File: config.mk
export PLATFORM = sky130hd
export DESIGN_NAME = fastram_arbiter
export DESIGN_NICKNAME = d
export VERILOG_FILES = /design/src/rtl/fastram_arbiter.sv
export SDC_FILE = /design/constraint.sdc
export NUM_CORES = 1
export LEC_CHECK = 0
export ABC_AREA = 0
export CAP_MARGIN = 20
export CELL_PAD_IN_SITES_DETAIL_PLACEMENT = 1
export CELL_PAD_IN_SITES_GLOBAL_PLACEMENT = 2
export CORE_MARGIN = 3
export CORE_UTILIZATION = 30
export DETAILED_ROUTE_END_ITERATION = 16
export HOLD_SLACK_MARGIN = 0.02
export PLACE_DENSITY_LB_ADDON = 0.1
export SLEW_MARGIN = 20
export SYNTH_ARGS = -nofsm -noshare
export SYNTH_HDL_FRONTEND = slang
export SYNTH_SLANG_ARGS = --single-unit
File: constraint.sdc
create_clock -name clk_sys -period 4.3 [get_ports clk_sys]
set_input_delay 0.86 -clock clk_sys [delete_from_list [all_inputs] [get_ports clk_sys]]
set_output_delay 0.86 -clock clk_sys [all_outputs]
set_load 0.05 [all_outputs]
File: src/rtl/fastram_arbiter.sv
// fastram_arbiter: shares the fastram SDRAM port between the 65C816 core (stalled via cpu_wait) and a DMA requester.
// Optional FASTRAM_ARB_RR_EN selects round-robin CPU/DMA priority; the default build gives the CPU fixed priority.
module fastram_arbiter #(
   parameter int         ACK_TIMEOUT = 64,
   parameter logic [7:0] ABORT_DATA  = 8'hFF
) (
   input  logic        clk_sys,
   input  logic        reset,
   input  logic        cpu_req,
   input  logic        cpu_we,
   input  logic [22:0] cpu_addr,
   input  logic [7:0]  cpu_din,
   output logic [7:0]  cpu_dout,
   output logic        cpu_wait,
   input  logic        dma_req,
   input  logic        dma_we,
   input  logic [22:0] dma_addr,
   input  logic [7:0]  dma_din,
   output logic [7:0]  dma_dout,
   output logic        dma_ack,
   output logic [22:0] ram_address,
   output logic [7:0]  ram_datatoram,
   output logic        ram_we,
   output logic        ram_ce,
   input  logic [7:0]  ram_datafromram,
   input  logic        ram_ack,
   output logic        timeout_err
);

   typedef enum logic [1:0] {S_IDLE, S_ISSUE, S_WAIT, S_DONE} state_t;

   localparam logic [7:0] TIMER_LAST = 8'(ACK_TIMEOUT - 1);

   state_t      state;
   state_t      state_nxt;
   logic        owner_cpu;
   logic        cpu_pend;
   logic        pend_we;
   logic [22:0] pend_addr;
   logic [7:0]  pend_din;
   logic [7:0]  timer;
   logic        cpu_any;
   logic        grant_cpu;
   logic        grant;
   logic        ack_hit;
   logic        tmo_hit;
   logic        sel_we;
   logic [22:0] sel_addr;
   logic [7:0]  sel_din;

   assign cpu_any  = cpu_req | cpu_pend;
   assign cpu_wait = cpu_any;
   assign ram_ce   = (state == S_ISSUE);
   assign dma_ack  = (state == S_DONE) & ~owner_cpu;
   assign ack_hit  = (state == S_WAIT) & ram_ack;
   // An ack arriving on the last allowed cycle beats the timeout.
   assign tmo_hit  = (state == S_WAIT) & ~ram_ack & (timer == TIMER_LAST);

`ifdef FASTRAM_ARB_RR_EN
   logic last_cpu;

   assign grant_cpu = cpu_any & ~(dma_req & last_cpu);

   always_ff @(posedge clk_sys or posedge reset) begin
      if (reset) begin
         last_cpu <= 1'b0;
      end else if (grant) begin
         last_cpu <= grant_cpu;
      end
   end
`else
   assign grant_cpu = cpu_any;
`endif

   always_comb begin
      state_nxt = state;
      grant     = 1'b0;
      case (state)
         S_IDLE: begin
            if (cpu_any || dma_req) begin
               grant     = 1'b1;
               state_nxt = S_ISSUE;
            end
         end
         S_ISSUE: state_nxt = S_WAIT;
         S_WAIT: begin
            if (ack_hit || tmo_hit) begin
               state_nxt = S_DONE;
            end
         end
         S_DONE:  state_nxt = S_IDLE;
         default: state_nxt = S_IDLE;
      endcase
   end

   // A CPU strobe arriving in IDLE is granted straight from the port inputs.
   always_comb begin
      sel_we   = dma_we;
      sel_addr = dma_addr;
      sel_din  = dma_din;
      if (grant_cpu) begin
         sel_we   = cpu_pend ? pend_we   : cpu_we;
         sel_addr = cpu_pend ? pend_addr : cpu_addr;
         sel_din  = cpu_pend ? pend_din  : cpu_din;
      end
   end

   always_ff @(posedge clk_sys or posedge reset) begin
      if (reset) begin
         state <= S_IDLE;
      end else begin
         state <= state_nxt;
      end
   end

   always_ff @(posedge clk_sys or posedge reset) begin
      if (reset) begin
         cpu_pend  <= 1'b0;
         pend_we   <= 1'b0;
         pend_addr <= '0;
         pend_din  <= '0;
      end else if (cpu_req && !cpu_pend) begin
         cpu_pend  <= 1'b1;
         pend_we   <= cpu_we;
         pend_addr <= cpu_addr;
         pend_din  <= cpu_din;
      end else if (state == S_DONE && owner_cpu) begin
         cpu_pend  <= 1'b0;
      end
   end

   always_ff @(posedge clk_sys or posedge reset) begin
      if (reset) begin
         owner_cpu     <= 1'b0;
         ram_address   <= '0;
         ram_we        <= 1'b0;
         ram_datatoram <= '0;
      end else if (grant) begin
         owner_cpu     <= grant_cpu;
         ram_address   <= sel_addr;
         ram_we        <= sel_we;
         ram_datatoram <= sel_din;
      end
   end

   always_ff @(posedge clk_sys or posedge reset) begin
      if (reset) begin
         timer <= '0;
      end else if (state == S_ISSUE) begin
         timer <= '0;
      end else if (state == S_WAIT && !ack_hit && !tmo_hit) begin
         timer <= timer + 8'd1;
      end
   end

   always_ff @(posedge clk_sys or posedge reset) begin
      if (reset) begin
         cpu_dout    <= '0;
         dma_dout    <= '0;
         timeout_err <= 1'b0;
      end else begin
         if (ack_hit && !ram_we) begin
            if (owner_cpu) begin
               cpu_dout <= ram_datafromram;
            end else begin
               dma_dout <= ram_datafromram;
            end
         end else if (tmo_hit && !ram_we) begin
            if (owner_cpu) begin
               cpu_dout <= ABORT_DATA;
            end else begin
               dma_dout <= ABORT_DATA;
            end
         end
         if (tmo_hit) begin
            timeout_err <= 1'b1;
         end
      end
   end

endmodule
Word level (Yosys, flattened, before mapping) --
Cells that the tools add are included.
Storage, ports and cells: register bits 93
Cells by class: add/subtract/negate cells 1, bitwise gates (word level) 7, reductions and logical operators 19, eq/ne operators 10, mux-type cells 23
Operators with widths (number):
- $mux W8 | 12
- $mux W23 | 2
- $ne A2 B2 Y1 const B | 6
- $add A8 B1 Y8 const B | 1
- $eq A8 B6 Y1 const B | 1
- $pmux W2 S4 | 1
- $logic_and A1 B1 Y1 | 6
- $mux W1 | 6
- $reduce_and A3 Y1 | 2
- $reduce_bool A2 Y1 | 3
- $and A1 B1 Y1 | 4
- $eq A2 B2 Y1 const B | 2
- $logic_not A1 Y1 | 4
- $mux W2 | 2
- $eq A2 B1 Y1 const B | 1
- $logic_not A2 Y1 | 1
- $logic_or A1 B1 Y1 | 2
- $not A1 Y1 | 2
- $reduce_and A2 Y1 | 1
- $or A1 B1 Y1 | 1

Logic depth before layout (Yosys ltp) --
depth in word-level cells 7, depth in mapped cells 6, mapped depth without buffers 5

Least setup slack after synthesis --
Ideal clock, no wire load.
kind input to register, start point input port cpu_req, end point register ram_address[0], setup time 0.125 ns, path slack 2.016 ns, arrival 2.160 ns, buffers on the path 2, required time 4.175 ns, cell stages on the path 6, cell sequence buf_2 > nor2_1 > inv_1 > o21ai_2 > buf_4 > mux2_2
Between the ends: cells in the longest elaborated chain, start to end 4, elaborated cells on any way between the ends 5
Ends and longest elaborated chain:
- from (decl) | RTL line 9 | input logic cpu_req,
- $or A1 B1 Y1 (*) | RTL line 51 | assign cpu_any = cpu_req | cpu_pend;
- via cpu_wait | RTL line 14 | output logic cpu_wait,
- $logic_or A1 B1 Y1 | RTL line 80 | if (cpu_any || dma_req) begin
- $mux W1 | RTL line 80
- $mux W1 | RTL line 78 | case (state)
- to (signal assigned) | RTL line 140 | ram_address <= sel_addr;
- to (decl) | RTL line 21 | output logic [22:0] ram_address,
Mark *: on every way through the listed nets, which the timed path passes. The rest lies on a longest branch. A chain may end at the register's enable or synchronous reset.

Worst setup path in the final report --
start point register state[1], end point output port ram_ce
Between the ends: cells in the longest elaborated chain, start to end 1
Ends and longest elaborated chain:
- from (decl) | RTL line 34 | state_t state;
- from (signal assigned) | RTL line 112 | state <= state_nxt;
- $eq A2 B1 Y1 | RTL line 53 | assign ram_ce = (state == S_ISSUE);
- to (decl) | RTL line 24 | output logic ram_ce,
Every way passes these cells.

==> impl_metrics.toml <==
[outcome]
run_status = "complete, no violations"

[timing]
fin_skew_ns = 0.00784
hold_viol = 0
fin_crit_sh_pct = 70.8
layout_min_cycle_time_ns = 3.04
setup_tns_ns = 0
clock.fmax_ghz = 0.328
rsz0062_at_grt = "no"
setup_viol = 0
relSlewSlack_pct = 28.9
drv_slew = 0
worst_pin_slew_ns = 1.06
setup_ws_ns = 1.26

[drt]
antenna_left = 0
via_count = 3584
routed_wl_mm = 12.6
via_per_inst = 5.03
drt_pre_antenna_iters = 4
drc = 0
route.detailed.wl_per_inst_microns = 17.7
drt_iter0_markers = 112

[setup_path]
end_kind = "primary output"
worstSetupStartpointType = "flop"
path_delay_family = "buffers and inverters"
rr_worst_depth = 5
worstReg2RegEnd = "dma_dout[6]$_DFFE_PP0P_"
crit_start = "state[1]$_DFFE_PP0P_"
worstSetupPathType = "reg2out"
r2r_setup_slack_ns = 1.74
rr_startpoint = "state[0]$_DFFE_PP0P_"
slowest_stage = "clkdlybuf4s50_1"
max_stage_delay_ns = 0.89
worst_ep_required_time_ns = 3.44
cp_num_buf_inv = 2
crit_fanout = 11
cp.depth = 3
crit_path_cell_trace = "inv_1 > ha_1 > clkdlybuf4s50_1"
arrival_ns = 2.18

[clocking]
clk_path_buf_depth = 2
cts-buffers-inserted = 9
cts.sinks = 93
cts_setup_buffers = 0
cts_resized = 0
clockRootBuffer = "clkbuf_16"
cts_tree = "yes"
clk_pin_slew_ns = 0.07
insertion_delay_ns = 0.34
hold_buffers = 0
htree_levels = 3

[floorplan]
ios = 129
die_h_microns = 129
start_util_pct = 31.0
coreArea_sq_um = 14700
fp-row-count = 44
die_x_microns = 129
dieArea_sq_um = 16700

[place]
port_buffers = 128
pre_cts_ws_ns = 1.29
post_dp_cell_area_sq_um = 6030
placed_cells = 696
hpwlAfterDp_mm = 8.77
gp_congestion = 0.761

[grt]
grt_pass1_vias = 3731
globalRouteOverflowTotal = 0
grt_max_degree = 75
antenna_found_initial = 0
grt_pass1_wl_mm = 20.3
grt_util_all_layers_pct = 15.5

[synthesis]
yosysSeqAreaShare_pct = 51.0
synth-edff-count = 0
ys_async_sr_fraction_pct = 100
yosys_warnings = 0
synthFlopType = "dfrtp_1"
synth_nets = 487
synth_cells = 405
avgSynthCellArea_sq_um = 11.3
synth.distinct_cells = 45
yosys_register_bits = 93
syn_area_sq_um = 4560

[layout]
post-route-util_pct = 43.5
nNetsFinal = 606
stdcell_count = 713
area_growth_pct = 40.2
antenna_cells = 0
drive_gt1_share_pct = 17.0
fill_cells = 1599
stdcell_area_sq_um = 6390

[power_and_ir_drop]
power_density_nw_per_um2 = 805
ir_drop_mv = 0.319
p_leak_uw = 0.00266

[min_path]
whs_path_depth = 1
hold_class = "reg2reg"
hold_end = "timeout_err$_DFFE_PP0N_"
min_from = "timeout_err$_DFFE_PP0N_"

[job]
drv_cap = 0
synth_stat cells (all sizes together) (2+ instances only):
cell	n	area, sq um
a21boi	2	15.0
a21oi	10	57.6
a311oi	2	17.5
a31oi	2	12.5
and2	2	12.5
and3	2	12.5
buf	14	82.6
clkbuf	12	46.3
dfrtp	93	2330
ha	5	62.6
inv	5	18.8
mux2	65	732
mux2i	33	330
nand2	35	131
nand2b	11	68.8
nand4	2	12.5
nor2	4	15.0
nor2b	5	31.3
o21ai	81	409
o31ai	2	15.0
how the worst max path moves through the flow:
stage	slack, ns	to
final	1.26	ram_ce
after global routing	1.11	ram_ce
after CTS	1.21	ram_ce
after detailed placement	1.29	pend_addr[16]$_DFFE_PP0P_
after global placement	1.33	pend_addr[8]$_DFFE_PP0P_
after floorplan	1.02	cpu_dout[0]$_DFFE_PP0P_
registers in the layout, summed over array words and instances, names as in the netlist, 2 cells and up:
name,cells
cpu_dout,8
ram_address,23
state,2
ram_datatoram,8
pend_addr,23
pend_din,8
timer,8
dma_dout,8
report_power, final:
group / total, uW / internal [uW] / switching (uW)
clock: 916 / 569 / 347
combinational: 2700 / 1100 / 1600
sequential: 1530 / 1300 / 236
total: 5150 / 2960 / 2180
per-layer routing:
| metal | vias up | GRT usage [%] | part of all wire (%) |
|---|---|---|---|
| li1 | 1690 | - | - |
| met1 | 1796 | 21.7 | 47 |
| met2 | 82 | 23.4 | 46 |
| met3 | 16 | 3.26 | 4.9 |
| met4 | 0 | 5.93 | 2.2 |
| met5 | - | 0 | 0 |
area by class of cell:
cell class,count,area (sq um),area share [%]
clock buffers,10,229,3.58
clock inverters,6,111,1.74
inverters,5,21.3,0.333
multi-input cells,281,2100,32.9
flip-flops and latches,93,2330,36.4
well taps,184,230,3.60
repair buffers,134,1370,21.5
logic make-up after synthesis:
kind of cell    after synthesis  share of synthesized area (%)
compound gates              105                           12.6
fa+ha+maj                     5                           1.37
buf+inv                      31                           3.24
flops                        93                           51.0
mux                          98                           23.3
simple gates                 73                           8.45
stage by stage:
stage	hold WS, ns	power [uW]
CTS	0.479	5230
finish	0.468	5150
floorplan	0.458	3360
detailed placement	0.459	4290
global placement	0.460	4140
global route	0.503	5510
cells in the final DEF (no fill, tap or decap), drive strengths merged, types with 3 or more instances in the layout:
cell type,count
clkdlybuf4s50,127
nand2b,11
nand2,35
ha,5
inv,5
nor2b,5
a21oi,10
clkbuf,10
o21ai,81
buf,7
nor2,4
bufinv,3
dfrtp,93
mux2i,33
mux2,65
worst register-to-register path: cells and delay by family, from the launching register on:
family                     cells  cell delay (ns)
adders and majority gates      1             0.56
DFF                            1             0.42
AOI/OAI and AO/OA              2             0.43
buffers and inverters          1             0.12
and+or+nand+nor                1             0.93
No activity file was read; power rests on OpenSTA's default activity.
